**config.mk**
```make
export PLATFORM = sky130hd
export DESIGN_NAME = control_sequencer
export DESIGN_NICKNAME = d
export VERILOG_FILES = /design/src/rtl/control_sequencer.sv
export SDC_FILE = /design/constraint.sdc
export NUM_CORES = 1
export LEC_CHECK = 0
export BUFFER_PORTS_ARGS = -buffer_cell sky130_fd_sc_hd__buf_2
export CORE_MARGIN = 4
export CORE_UTILIZATION = 40
export DETAILED_ROUTE_END_ITERATION = 12
export HOLD_SLACK_MARGIN = 0.12
export PLACE_DENSITY = 0.85
export SLEW_MARGIN = 10
export SYNTH_ARGS = -nofsm -noshare
export SYNTH_HDL_FRONTEND = slang
export SYNTH_SLANG_ARGS = --single-unit
```
**constraint.sdc**
```tcl
create_clock -name clock -period 3.75 [get_ports clock]
set_clock_uncertainty 0.2 [all_clocks]
set_input_delay 0.5625 -clock clock [delete_from_list [all_inputs] [get_ports clock]]
set_output_delay 0.5625 -clock clock [all_outputs]
set_load 0.1 [all_outputs]
```
**src/rtl/control_sequencer.sv**
```systemverilog
// control_sequencer: Moore control unit for the Mini SRC datapath.
// Steps each instruction through fetch (T0-T2) and execute (T3-T7) and
// drives the register-select, bus, ALU and memory strobes from state + opcode.
// Optional feature: define MEM_WAIT_EN to stall fetch T1, ld T6 and st T7
// until mem_ready is high. Without it mem_ready is ignored.
module control_sequencer (
  input  logic        clock,
  input  logic        reset_n,
  input  logic        run,
  input  logic [31:0] ir,
  input  logic        mem_ready,
  output logic        gra,
  output logic        grb,
  output logic        grc,
  output logic        rin,
  output logic        rout,
  output logic        baout,
  output logic        pc_out,
  output logic        pc_in,
  output logic        inc_pc,
  output logic        mar_in,
  output logic        mdr_in,
  output logic        mdr_out,
  output logic        ir_in,
  output logic        y_in,
  output logic        z_in,
  output logic        zlow_out,
  output logic        c_out,
  output logic        read,
  output logic        write,
  output logic [3:0]  alu_op,
  output logic        halted,
  output logic        illegal_op
);

  typedef enum logic [3:0] {
    IDLE = 4'd0,
    T0   = 4'd1,
    T1   = 4'd2,
    T2   = 4'd3,
    T3   = 4'd4,
    T4   = 4'd5,
    T5   = 4'd6,
    T6   = 4'd7,
    T7   = 4'd8,
    HALT = 4'd9
  } state_t;

  localparam logic [4:0] OP_LD   = 5'b00000;
  localparam logic [4:0] OP_LDI  = 5'b00001;
  localparam logic [4:0] OP_ST   = 5'b00010;
  localparam logic [4:0] OP_ADD  = 5'b00011;
  localparam logic [4:0] OP_SUB  = 5'b00100;
  localparam logic [4:0] OP_AND  = 5'b00101;
  localparam logic [4:0] OP_OR   = 5'b00110;
  localparam logic [4:0] OP_ADDI = 5'b01100;
  localparam logic [4:0] OP_ANDI = 5'b01101;
  localparam logic [4:0] OP_ORI  = 5'b01110;
  localparam logic [4:0] OP_NOP  = 5'b11010;
  localparam logic [4:0] OP_HALT = 5'b11011;

  localparam logic [3:0] ALU_ADD = 4'd0;
  localparam logic [3:0] ALU_SUB = 4'd1;
  localparam logic [3:0] ALU_AND = 4'd2;
  localparam logic [3:0] ALU_OR  = 4'd3;

  state_t     state, state_nxt;
  logic [4:0] opcode;
  logic       mem_wait;

  // instruction classes
  logic       is_reg_alu, is_imm_alu, is_ldi, is_ld, is_st, is_nop, is_halt;
  logic       is_legal;
  logic [3:0] op_alu;

  assign opcode = ir[31:27];

`ifdef MEM_WAIT_EN
  assign mem_wait = ~mem_ready;
  logic unused_bits;
  assign unused_bits = ^ir[26:0];
`else
  // mem_ready is kept as a port but has no effect in this build
  assign mem_wait = 1'b0;
  logic unused_bits;
  assign unused_bits = ^{ir[26:0], mem_ready};
`endif

  // opcode classification and ALU function select
  always_comb begin
    is_reg_alu = 1'b0;
    is_imm_alu = 1'b0;
    is_ldi     = 1'b0;
    is_ld      = 1'b0;
    is_st      = 1'b0;
    is_nop     = 1'b0;
    is_halt    = 1'b0;
    op_alu     = ALU_ADD;
    case (opcode)
      OP_LD:   is_ld = 1'b1;
      OP_LDI:  is_ldi = 1'b1;
      OP_ST:   is_st = 1'b1;
      OP_ADD:  begin is_reg_alu = 1'b1; op_alu = ALU_ADD; end
      OP_SUB:  begin is_reg_alu = 1'b1; op_alu = ALU_SUB; end
      OP_AND:  begin is_reg_alu = 1'b1; op_alu = ALU_AND; end
      OP_OR:   begin is_reg_alu = 1'b1; op_alu = ALU_OR;  end
      OP_ADDI: begin is_imm_alu = 1'b1; op_alu = ALU_ADD; end
      OP_ANDI: begin is_imm_alu = 1'b1; op_alu = ALU_AND; end
      OP_ORI:  begin is_imm_alu = 1'b1; op_alu = ALU_OR;  end
      OP_NOP:  is_nop = 1'b1;
      OP_HALT: is_halt = 1'b1;
      default: ;
    endcase
  end

  assign is_legal = is_reg_alu | is_imm_alu | is_ldi | is_ld | is_st | is_nop | is_halt;

  // state register; reset forces IDLE, whose decode is all-zero outputs
  always_ff @(posedge clock or negedge reset_n) begin
    if (!reset_n) state <= IDLE;
    else          state <= state_nxt;
  end

  // next-state: fetch, per-class execute length, memory stalls, end check
  always_comb begin
    state_nxt = state;
    case (state)
      IDLE: state_nxt = run ? T0 : IDLE;
      T0:   state_nxt = T1;
      T1:   state_nxt = mem_wait ? T1 : T2;
      T2: begin
        if (is_nop)       state_nxt = T0;
        else if (is_halt) state_nxt = HALT;
        else              state_nxt = T3;
      end
      T3:   state_nxt = is_legal ? T4 : T0;
      T4:   state_nxt = T5;
      T5: begin
        if (is_ld || is_st) state_nxt = T6;
        else                state_nxt = run ? T0 : IDLE;
      end
      T6: begin
        if (is_ld && mem_wait) state_nxt = T6;
        else                   state_nxt = T7;
      end
      T7: begin
        if (is_st && mem_wait) state_nxt = T7;
        else                   state_nxt = run ? T0 : IDLE;
      end
      HALT: state_nxt = HALT;
      default: state_nxt = IDLE;
    endcase
  end

  // Moore output decode from state and opcode
  always_comb begin
    gra        = 1'b0;
    grb        = 1'b0;
    grc        = 1'b0;
    rin        = 1'b0;
    rout       = 1'b0;
    baout      = 1'b0;
    pc_out     = 1'b0;
    pc_in      = 1'b0;
    inc_pc     = 1'b0;
    mar_in     = 1'b0;
    mdr_in     = 1'b0;
    mdr_out    = 1'b0;
    ir_in      = 1'b0;
    y_in       = 1'b0;
    z_in       = 1'b0;
    zlow_out   = 1'b0;
    c_out      = 1'b0;
    read       = 1'b0;
    write      = 1'b0;
    alu_op     = ALU_ADD;
    halted     = 1'b0;
    illegal_op = 1'b0;
    case (state)
      T0: begin
        pc_out = 1'b1;
        mar_in = 1'b1;
        inc_pc = 1'b1;
        z_in   = 1'b1;
      end
      T1: begin
        zlow_out = 1'b1;
        pc_in    = 1'b1;
        read     = 1'b1;
        mdr_in   = 1'b1;
      end
      T2: begin
        mdr_out = 1'b1;
        ir_in   = 1'b1;
      end
      T3: begin
        if (is_reg_alu || is_imm_alu) begin
          grb  = 1'b1;
          rout = 1'b1;
          y_in = 1'b1;
        end else if (is_ldi || is_ld || is_st) begin
          // base register (or zero when R0) goes to Y as the address base
          grb   = 1'b1;
          baout = 1'b1;
          y_in  = 1'b1;
        end else if (!is_legal) begin
          illegal_op = 1'b1;
        end
      end
      T4: begin
        if (is_reg_alu) begin
          grc    = 1'b1;
          rout   = 1'b1;
          z_in   = 1'b1;
          alu_op = op_alu;
        end else if (is_imm_alu) begin
          c_out  = 1'b1;
          z_in   = 1'b1;
          alu_op = op_alu;
        end else if (is_ldi || is_ld || is_st) begin
          c_out  = 1'b1;
          z_in   = 1'b1;
          alu_op = ALU_ADD;
        end
      end
      T5: begin
        if (is_reg_alu || is_imm_alu || is_ldi) begin
          zlow_out = 1'b1;
          gra      = 1'b1;
          rin      = 1'b1;
        end else if (is_ld || is_st) begin
          zlow_out = 1'b1;
          mar_in   = 1'b1;
        end
      end
      T6: begin
        if (is_ld) begin
          read   = 1'b1;
          mdr_in = 1'b1;
        end else if (is_st) begin
          gra    = 1'b1;
          rout   = 1'b1;
          mdr_in = 1'b1;
        end
      end
      T7: begin
        if (is_ld) begin
          mdr_out = 1'b1;
          gra     = 1'b1;
          rin     = 1'b1;
        end else if (is_st) begin
          write = 1'b1;
        end
      end
      HALT: halted = 1'b1;
      default: ;
    endcase
  end

endmodule

```
=== Word-level counts from Yosys, hierarchy flattened ===
Index checks and enable logic that the tools add are counted.

* Reductions and logical operators: 12
* Bitwise operators: 6
* Mux-type cells: 55
* Equal/unequal tests: 20

{| class="wikitable"
|+ Operator list
! operator !! count
|-
| two-way mux 1 bit || 37
|-
| one-hot mux 4 bit (9 select lines) || 1
|-
| two-way mux 4 bit || 5
|-
| == test 4 x 3 -> 1 bit, second input constant || 4
|-
| == test 5 x 3 -> 1 bit, second input constant || 3
|-
| == test 5 x 4 -> 1 bit, second input constant || 3
|-
| one-hot mux 1 bit (2 select lines) || 7
|-
| == test 5 x 2 -> 1 bit, second input constant || 2
|-
| == test 5 bit, second input constant || 2
|-
| == test 4 x 2 -> 1 bit, second input constant || 2
|-
| == test 4 bit, second input constant || 2
|-
| two-way mux 3 bit || 2
|-
| OR 1 bit || 6
|-
| one-hot mux 1 bit (3 select lines) || 2
|-
| one-hot mux 2 bit (3 select lines) || 1
|-
| OR reduction 2 bit || 3
|-
| == test 5 x 1 -> 1 bit, second input constant || 1
|-
| zero test 5 bit || 1
|-
| logical OR 1 bit || 5
|-
| == test 4 x 1 -> 1 bit, second input constant || 1
|-
| zero test 4 bit || 1
|-
| OR reduction 4 bit || 1
|-
| OR reduction 3 bit || 1
|}

* Input bits: 36
* Word-level logic and storage cells: 94
* Register bits after elaboration: 4
* Output and inout bits: 25

=== Logic depth before layout (Yosys ltp) ===
Gate-level depths: netlist (run 1).

* Word-level depth: 13
* Gate-level depth with buffers: 5
* Mapped depth without buffers: 3

=== Worst setup path before layout (run 1) ===
OpenSTA, ideal clock, no wires.

* Path kind: input to output
* From: input ir[29]
* To: output write
* Data arrival time: 4.005 ns
* Data required time: 2.987 ns
* Stages on the path: 4
* Slack: -1.017 ns
* Cell sequence: buf_2 -> nor4_4 -> nand2_1 -> nor4_1

* Word-level cells in the longest chain between the ends: 5
* Elaborated cells on any way between the ends: 7

{| class="wikitable"
|+ RTL lines
! item !! line !! RTL
|-
| start: declaration || 10 || <nowiki>input logic [31:0] ir,</nowiki>
|-
| == test 5 x 2 -> 1 bit || 99 || <nowiki>case (opcode)</nowiki>
|-
| two-way mux 1 bit || 99 ||
|-
| two-way mux 1 bit || 251 || <nowiki>end else if (is_st) begin</nowiki>
|-
| two-way mux 1 bit * || - ||
|-
| two-way mux 1 bit * || 179 || <nowiki>case (state)</nowiki>
|-
| end: declaration || 30 || <nowiki>output logic write,</nowiki>
|}

Every way passes the cells marked *; elsewhere a longest branch is shown, timed or not.

=== Worst setup path after layout (run 1) ===
* From: register state[2]
* To: output rout

* Word-level cells in the longest chain between the ends: 2
* Elaborated cells on any way between the ends: 4

{| class="wikitable"
|+ RTL lines
! item !! line !! RTL
|-
| start: declaration || 67 || <nowiki>state_t state, state_nxt;</nowiki>
|-
| start signal: assignment || 121 || <nowiki>else state <= state_nxt;</nowiki>
|-
| == test 4 x 3 -> 1 bit || 179 ||
|-
| one-hot mux 1 bit (3 select lines) * || 179 ||
|-
| end: declaration || 16 || <nowiki>output logic rout,</nowiki>
|}

Marks and branches as above.

==> results_dict.tcl, run 1 <==
set metrics [dict create \
    switching_share_pct 73.42 \
    top_register "state" \
    yosysUniqueCellTypes 43 \
    cts_hold_buf 1 \
    pre_cts_slack_ns 0.8370 \
    rsz0062_at_grt "no" \
    leakage_nw 0.4049 \
    outcome "finished, final reports clean" \
    ys.flop_type "dfrtp_1" \
    power_w 0.0008967 \
    synthCells 97 \
    final_cell_mix "30 x buf_2, 10 x nand2_1, 8 x nor2_1, 5 x inv_1, 5 x a21oi_1" \
    antenna_left 0 \
    totalWireLength_mm 1.900 \
    power_switching_w 0.0006584 \
    p_int_w 0.0002383 \
    grt_pass1_wl_mm 3.180 \
    cts_max_level 1 \
    cts_buffer_depth 2 \
    dieWidth_um 49.44 \
    ys_seq_area_share_pct 14.57 \
    largest_reg_flops 4 \
    fmax_mhz 332.8 \
    area_growth_pct 24.95 \
    hpwl_mm 1.454 \
    cts_tree "done" \
    top_regs "state (4)" \
    powerDensity_nw_per_um2 1045 \
    cts_sinks 4 \
    peakVddDrop_v 0.0008066 \
    grt.total_usage_pct 15.95 \
    post_cts_buffers 0 \
    fin_crit_sh_pct 80.12 \
    clk_latency_ns 0.24 \
    io_buffers 30 \
    firstDrtPassIters 4 \
    tns_ns 0 \
    setup_viol 0 \
    power_frac_comb_pct 79.4 \
    cts.clk_slew.worst_paths_ns 0.04 \
    drtIter0Drc 22 \
    synthArstFlopShare_pct 100.0 \
    cp_data_arrival_time_ns 2.24 \
    report.final.slew_viol_count 0 \
    startpoint_type "flop" \
    cp_slowest_cell "dfrtp_1" \
    wl_per_cell_um 13.87 \
    nets 159 \
    nFillCells 140 \
    die_h_um 49.44 \
    cts_buffers 3 \
    layout-drive-gt1-share_pct 36.36 \
    setup.worst_path.end_class "output port" \
    diodes 0 \
    root_buffer "clkbuf_4" \
    synth-seq-cells 4 \
    clockPowerShare_pct 5.9 \
    cp_max_fo 16 \
    syn_area_per_cell_sq_um 7.082 \
    vias 836 \
    die_area_sq_um 2444 \
    cap_violations 0 \
    vias_per_cell 6.102 \
    cp_data_required_time_ns 2.99 \
    initial_core_util_pct 44.06 \
    grt_max_degree 17 \
    antenna_found_initial 0 \
    layout_commonest_cell "buf_2" \
    critical_path.cell_chain "inv_2 -> or4_4 -> o311ai_2 -> buf_2" \
    grt_overflow 0 \
    slowest_delay_ns 0.64 \
    hp-class "input port to asynchronous set/reset pin" \
    setup_ws_ns 0.7456 \
    pwr-share-seq_pct 14.8 \
    cts_resized 0 \
    synth-edff-count 0 \
    min_period_ns 3.004 \
    placementRows 14 \
    crit_type "flop to output port" \
    drc 0 \
    gp_congestion 0.8755 \
    synth_warnings 0 \
    netlist_area_sq_um 686.9 \
    fin_hold_ws_ns 0.4545 \
    finalHoldViolations 0 \
    grt_pass1_vias 716 \
    ios 61 \
    core-area_sq_um 1559 \
]
-- synth_stat cells, drive strengths merged, types with 4 or more instances --
cell type,number,area (sq um)
a21oi,6,30.03
buf,8,56.30
dfrtp,4,100.1
inv,6,22.52
nand2,10,37.54
nor2,8,30.03
nor3,6,30.03
o21ai,4,20.02
-- power groups by stage --
stage          sequential (W)  combinational [W]  clock [W]
6_report             0.000132           0.000712  0.0000527
5_1_grt              0.000139           0.000744  0.0000591
4_1_cts              0.000128           0.000714  0.0000551
3_3_place_gp         0.000128           0.000705          0
2_1_floorplan       0.0000811           0.000680          0
3_5_place_dp         0.000129           0.000712          0
-- per-layer routing --
layer / wire (um) / track usage, % / up-vias
li1: - / - / 404
met2: 892 / 26.34 / 34
met1: 839 / 19.41 / 394
met4: 27 / 6.452 / 0
met3: 140 / 4.281 / 4
met5: 0 / 0 / -
-- per-stage QoR --
step,cells,cell area [sq um],util [%]
floorplan,98,723.2,-
global placement,133,825.8,52.97
detailed placement,133,825.8,52.97
CTS,137,858.3,55.06
global route,137,858.3,55.06
finish,137,858.3,55.06
-- logic make-up (layout without fill, tap and decap cells) --
group                  count (synthesis)  after routing  synth area share, %
AND/OR/NAND/NOR                       48             48                43.35
other                                  1              2               0.5459
AO/OA/AOI/OAI                         25             25                25.87
flip-flops                             4              4                14.57
XOR/XNOR                               2              2                2.551
buffers and inverters                 17             40                13.11
-- worst max-delay path, delay by kind of cell, from the launching register on --
kind | cells | cell delay [ns]
AO/OA/AOI/OAI | 1 | 0.22
buffers and inverters | 2 | 0.58
flip-flops | 1 | 0.64
AND/OR/NAND/NOR | 1 | 0.56
-- cell type report --
| cell class | instances | area [sq um] | share of cell area [%] |
|---|---|---|---|
| multi-input cells | 77 | 533.0 | 62.10 |
| repair buffers | 31 | 160.2 | 18.66 |
| flip-flops and latches | 4 | 100.1 | 11.66 |
| clock buffers | 3 | 22.52 | 2.624 |
| inverters | 6 | 22.52 | 2.624 |
| well taps | 16 | 20.02 | 2.332 |
-- worst paths after layout --
check | cells after the start | slack, ns | startpoint | to
min reg2reg | 1 | 0.54 | state[3]$_DFF_PN0_ | state[1]$_DFF_PN0_
max reg2reg | 3 | 2.00 | state[2]$_DFF_PN0_ | state[2]$_DFF_PN0_
max in group asynchronous | 2 | 2.77 | reset_n | state[1]$_DFF_PN0_
max | 4 | 0.75 | state[2]$_DFF_PN0_ | rout
min | 2 | 0.45 | reset_n | state[2]$_DFF_PN0_
min in group clock | 3 | 0.50 | run | state[0]$_DFF_PN0_
No activity file was read; power rests on OpenSTA's default activity.
==> run 2: changes to the inputs <==
Settings changed: ABC_AREA set to 1, CORE_UTILIZATION 40 to 33, PLACE_DENSITY 0.85 to 0.76.
Clock period 3.75 ns to 2.76 ns, I/O delays scaled along.
==> run 2 against run 1 <==
  * Combinational power increased by 25%
  * Final cell count increased by 20%
  * Core utilization fell by 7.8 points
  * Count of clock-buffer cells in the layout unchanged
  * Design area shrank 0.73%
  * Die area grew 14%
  * Synthesized cell count up 13%
  * Flip-flop and latch count unchanged
==> results_dict.tcl, run 2 <==
set metrics [dict create \
    outcome "finished, final reports clean" \
    top_regs "state (4)" \
    core-area_sq_um 1802 \
    antenna_found_initial 0 \
    crit_type "flop to output port" \
    critical_path.cell_chain "nor3_1 -> nand2_1 -> nor2_1 -> inv_1 -> nand2_1 -> buf_2" \
    cp_max_fo 8 \
    drc 0 \
    startpoint_type "flop" \
    antenna_left 0 \
    ys.flop_type "dfrtp_1" \
    io_buffers 30 \
    slowest_delay_ns 0.50 \
    post-synth-top-area-fraction_pct 15.15 \
    post_cts_buffers 0 \
    root_buffer "clkbuf_4" \
    grt_overflow 0 \
    critPathBufInv 2 \
    synth-edff-count 0 \
    min_period_ns 2.440 \
    vias_per_cell 4.745 \
    diodes 0 \
    cts.clk_slew.worst_paths_ns 0.04 \
    yosysUniqueCellTypes 24 \
    finalHoldViolations 0 \
    placed_area_sq_um 819.5 \
    area_growth_pct 28.98 \
    fin_hold_ws_ns 0.2540 \
    powerDensity_nw_per_um2 1286 \
    initial_core_util_pct 36.67 \
    netlist_area_sq_um 660.6 \
    setup_viol 0 \
    top_register "state" \
    report.final.slew_viol_count 0 \
    cts_sinks 4 \
    r2r_slack_ns 1.31 \
    setup_ws_ns 0.3199 \
    layout-drive-gt1-share_pct 45.00 \
    setup.worst_path.end_class "output port" \
    firstDrtPassIters 4 \
    cap_violations 0 \
    die_area_sq_um 2782 \
    synth-seq-cells 4 \
    cp_slowest_cell "dfrtp_1" \
    layout_commonest_cell "buf_2" \
    fmax_mhz 409.8 \
    pre_cts_slack_ns 0.4880 \
    wl_per_cell_um 10.73 \
    synth_warnings 0 \
    hpwl_mm 1.528 \
    cts_resized 0 \
    fin_crit_sh_pct 88.41 \
    cp_common_cell "nand2_1" \
    largest_reg_flops 4 \
    gp_congestion 0.8422 \
    vias 783 \
    rsz0062_at_grt "no" \
    cts_buffers 3 \
    synth_top_cell_by_area "dfrtp_1" \
    die_h_um 52.74 \
    synth.area.top_cells "dfrtp_1 15%, nand2_1 12%, inv_1 8.5%" \
    synthCells 110 \
    totalWireLength_mm 1.771 \
    tns_ns 0 \
    grt_max_degree 9 \
    placementRows 15 \
    hp-class "input port to flop" \
    cts_max_level 1 \
    final_cell_mix "30 x buf_2, 21 x nand2_1, 15 x inv_1, 12 x nor2_1, 10 x nand3_1" \
    cts_tree "done" \
    grt_pass1_wl_mm 2.953 \
    ys_seq_area_share_pct 15.15 \
    peakVddDrop_v 0.0007461 \
    nets 178 \
    cp_data_required_time_ns 2.15 \
    synthMostInstantiatedCell "nand2_1" \
    critical-path-top-delay-family "simple AND/OR/NAND/NOR gates" \
    syn_area_per_cell_sq_um 6.006 \
    clk_latency_ns 0.23 \
    drtIter0Drc 14 \
    postLayoutCellArea_sq_um 852.1 \
    synthArstFlopShare_pct 100.0 \
    synth_common_cells "21 x nand2_1, 15 x inv_1, 12 x nor2_1" \
    leakage_nw 0.5299 \
    grt_pass1_vias 723 \
    cp_data_arrival_time_ns 1.83 \
    cts_buffer_depth 2 \
    grt.total_usage_pct 13.91 \
    ios 61 \
    dieWidth_um 52.74 \
]
## run 2: tightest hold or removal path, cell delays in order
cell     delay (ns)
buf_2          0.08
o21ai_1        0.06
nand4_1        0.10
## run 2: logic make-up after synthesis
logic type	Yosys count	synth area share [%]
other	1	0.5676
DFF	4	15.15
buffers and inverters	26	18.18
and+or+nand+nor	69	57.77
AOI/OAI and AO/OA	10	8.334
## run 2: metal layers
metal,part of all wire (%),GRT usage (%),vias up
met5,0,0,-
met4,0,4.681,0
met3,5.3,2.564,0
met2,49,24.17,22
met1,45,16.89,352
li1,-,-,409
## run 2: power breakdown
| group | switching [W] | total, W | leakage [nW] | internal, W |
|---|---|---|---|---|
| combinational | 0.000761 | 0.000892 | 0.464 | 0.000131 |
| sequential | 0.0000519 | 0.000133 | 0.0517 | 0.0000806 |
| clock | 0.0000233 | 0.0000719 | 0.0138 | 0.0000486 |
| total | 0.000836 | 0.00110 | 0.530 | 0.000260 |
## run 2: timing repair
action | 4_1_cts | 5_1_grt
setup endpoints to repair | 0 | 0
hold endpoints to repair | 4 | 0
hold buffers | 1 | 0
## run 2: area by class of cell
cell class	instances	area, sq um
sequential	4	100.1
inverter	21	78.83
multi-input combinational	81	459.2
tap	25	31.28
clock buffer	3	22.52
timing repair buffer	31	160.2
fill	207	949.7
## run 2: worst paths after layout
check                                        start                 end  depth (start not counted)
worst max-delay path            state[0]$_DFF_PN0_             mdr_out                          6
worst min-delay path                           run  state[0]$_DFF_PN0_                          3
worst max register to register  state[0]$_DFF_PN0_  state[0]$_DFF_PN0_                          4
worst min register to register  state[3]$_DFF_PN0_  state[1]$_DFF_PN0_                          3
max in group asynchronous                  reset_n  state[2]$_DFF_PN0_                          2
min in group asynchronous                  reset_n  state[0]$_DFF_PN0_                          2
## run 2: metrics by stage
stage / utilization (%) / total power [W] / std cells
floorplan: - / 0.0009308 / 111
global placement: 45.49 / 0.001017 / 161
detailed placement: 45.49 / 0.001025 / 161
CTS: 47.29 / 0.001102 / 165
global route: 47.29 / 0.001151 / 165
finish: 47.29 / 0.001096 / 165
==> run 3: changes to the inputs <==
Settings changed: PLACE_DENSITY 0.76 to 0.81.
==> run 3 against run 2 <==
  * Hold slack lost 0.0090 ns
  * Via count increased by 2.0%
  * Critical path depth is the same
  * Flip-flop and latch count is the same
  * Clock power increased by 3.2%
  * Wire length rose by 1.8%
  * Largest cell class unchanged
  * Sequential share of layout area is the same
  * Design area stayed put
  * Core utilization is the same
==> results_dict.tcl, run 3 (synthesized netlist as in run 2, its figures left out) <==
set metrics [dict create \
    outcome "finished, final reports clean" \
    wl_per_cell_um 10.92 \
    largest_reg_flops 4 \
    ios 61 \
    antenna_left 0 \
    final_cell_mix "30 x buf_2, 21 x nand2_1, 15 x inv_1, 12 x nor2_1, 10 x nand3_1" \
    report.final.slew_viol_count 0 \
    vias 799 \
    hp-class "input port to flop" \
    cts_tree "done" \
    grt_max_degree 9 \
    setup.worst_path.end_class "output port" \
    clk_latency_ns 0.24 \
    powerDensity_nw_per_um2 1297 \
    finalHoldViolations 0 \
    grt_pass1_wl_mm 2.946 \
    grt_overflow 0 \
    gp_congestion 0.8639 \
    min_period_ns 2.515 \
    area_growth_pct 28.98 \
    io_buffers 30 \
    totalWireLength_mm 1.802 \
    post_cts_buffers 0 \
    rsz0062_at_grt "no" \
    die_h_um 52.74 \
    top_regs "state (4)" \
    drtIter0Drc 21 \
    top_register "state" \
    diodes 0 \
    fin_crit_sh_pct 91.14 \
    postLayoutCellArea_sq_um 852.1 \
    initial_core_util_pct 36.67 \
    root_buffer "clkbuf_4" \
    drc 0 \
    cp_max_fo 8 \
    die_area_sq_um 2782 \
    cts_buffers 3 \
    layout-drive-gt1-share_pct 45.00 \
    grt.total_usage_pct 14.25 \
    vias_per_cell 4.842 \
    setup_viol 0 \
    fmax_mhz 397.5 \
    placementRows 15 \
    cts_max_level 1 \
    startpoint_type "flop" \
    cts_hold_buf 1 \
    fin_util_pct 47.29 \
    antenna_found_initial 0 \
    cap_violations 0 \
    cp_data_required_time_ns 2.15 \
    cp_data_arrival_time_ns 1.90 \
    cts_buffer_depth 2 \
    cts_resized 0 \
    hpwl_mm 1.548 \
    cts_sinks 4 \
    power_w 0.001105 \
    crit_type "flop to output port" \
    dieWidth_um 52.74 \
    cts.clk_slew.worst_paths_ns 0.03 \
    grt_pass1_vias 737 \
    layout_commonest_cell "buf_2" \
    nets 178 \
    peakVddDrop_v 0.0006900 \
    leakage_nw 0.5299 \
    firstDrtPassIters 4 \
    placed_area_sq_um 819.5 \
    core-area_sq_um 1802 \
]
## run 3: worst max-delay path, cell delays in order (launching register included)
cell,delay (ns)
dfrtp_1,0.50
nor3_1,0.32
nand2_1,0.15
nor2_1,0.15
inv_1,0.07
nand2_1,0.06
buf_2,0.41
## run 3: layout make-up
| cell class | count | area, sq um |
|---|---|---|
| multi-input combinational | 81 | 459.2 |
| inverter | 21 | 78.83 |
| fill | 196 | 949.7 |
| clock buffer | 3 | 22.52 |
| tap | 25 | 31.28 |
| timing repair buffer | 31 | 160.2 |
| sequential | 4 | 100.1 |
## run 3: path summary, 6_finish.rpt
kind | start | endpoint | slack [ns] | depth (start not counted)
max in group asynchronous | reset_n | state[0]$_DFF_PN0_ | 1.93 | 2
worst min-delay path | run | state[0]$_DFF_PN0_ | 0.25 | 3
min in group asynchronous | reset_n | state[1]$_DFF_PN0_ | 0.31 | 2
worst min register to register | state[1]$_DFF_PN0_ | state[2]$_DFF_PN0_ | 0.54 | 3
worst max-delay path | state[0]$_DFF_PN0_ | rin | 0.24 | 6
worst max register to register | state[0]$_DFF_PN0_ | state[0]$_DFF_PN0_ | 1.31 | 4
## run 3: metrics by stage
stage	setup TNS (ns)	std cells	worst slack [ns]	hold WS, ns
after floorplan	-2.714	111	-0.7337	-0.08159
after global placement	0	161	0.4955	0.01752
after detailed placement	0	161	0.4744	0.02230
after CTS	0	165	0.2373	0.2388
after global routing	0	165	0.1301	0.2654
final	0	165	0.2446	0.2450
## run 3: power by group
part           switching [W]  leakage (nW)  internal [W]
Clock              0.0000254        0.0138     0.0000487
Sequential         0.0000508        0.0517     0.0000806
Combinational       0.000769         0.464      0.000131
## run 3: routing by layer
| metal | wire length, um | vias to the layer above | share of wire [%] | global-route usage, % |
|---|---|---|---|---|
| met5 | 0 | - | 0 | 0 |
| met4 | 16 | 0 | 0.89 | 7.660 |
| met3 | 129 | 2 | 7.2 | 2.279 |
| met2 | 902 | 34 | 50 | 25.00 |
| met1 | 754 | 354 | 42 | 16.19 |
| li1 | - | 409 | - | - |
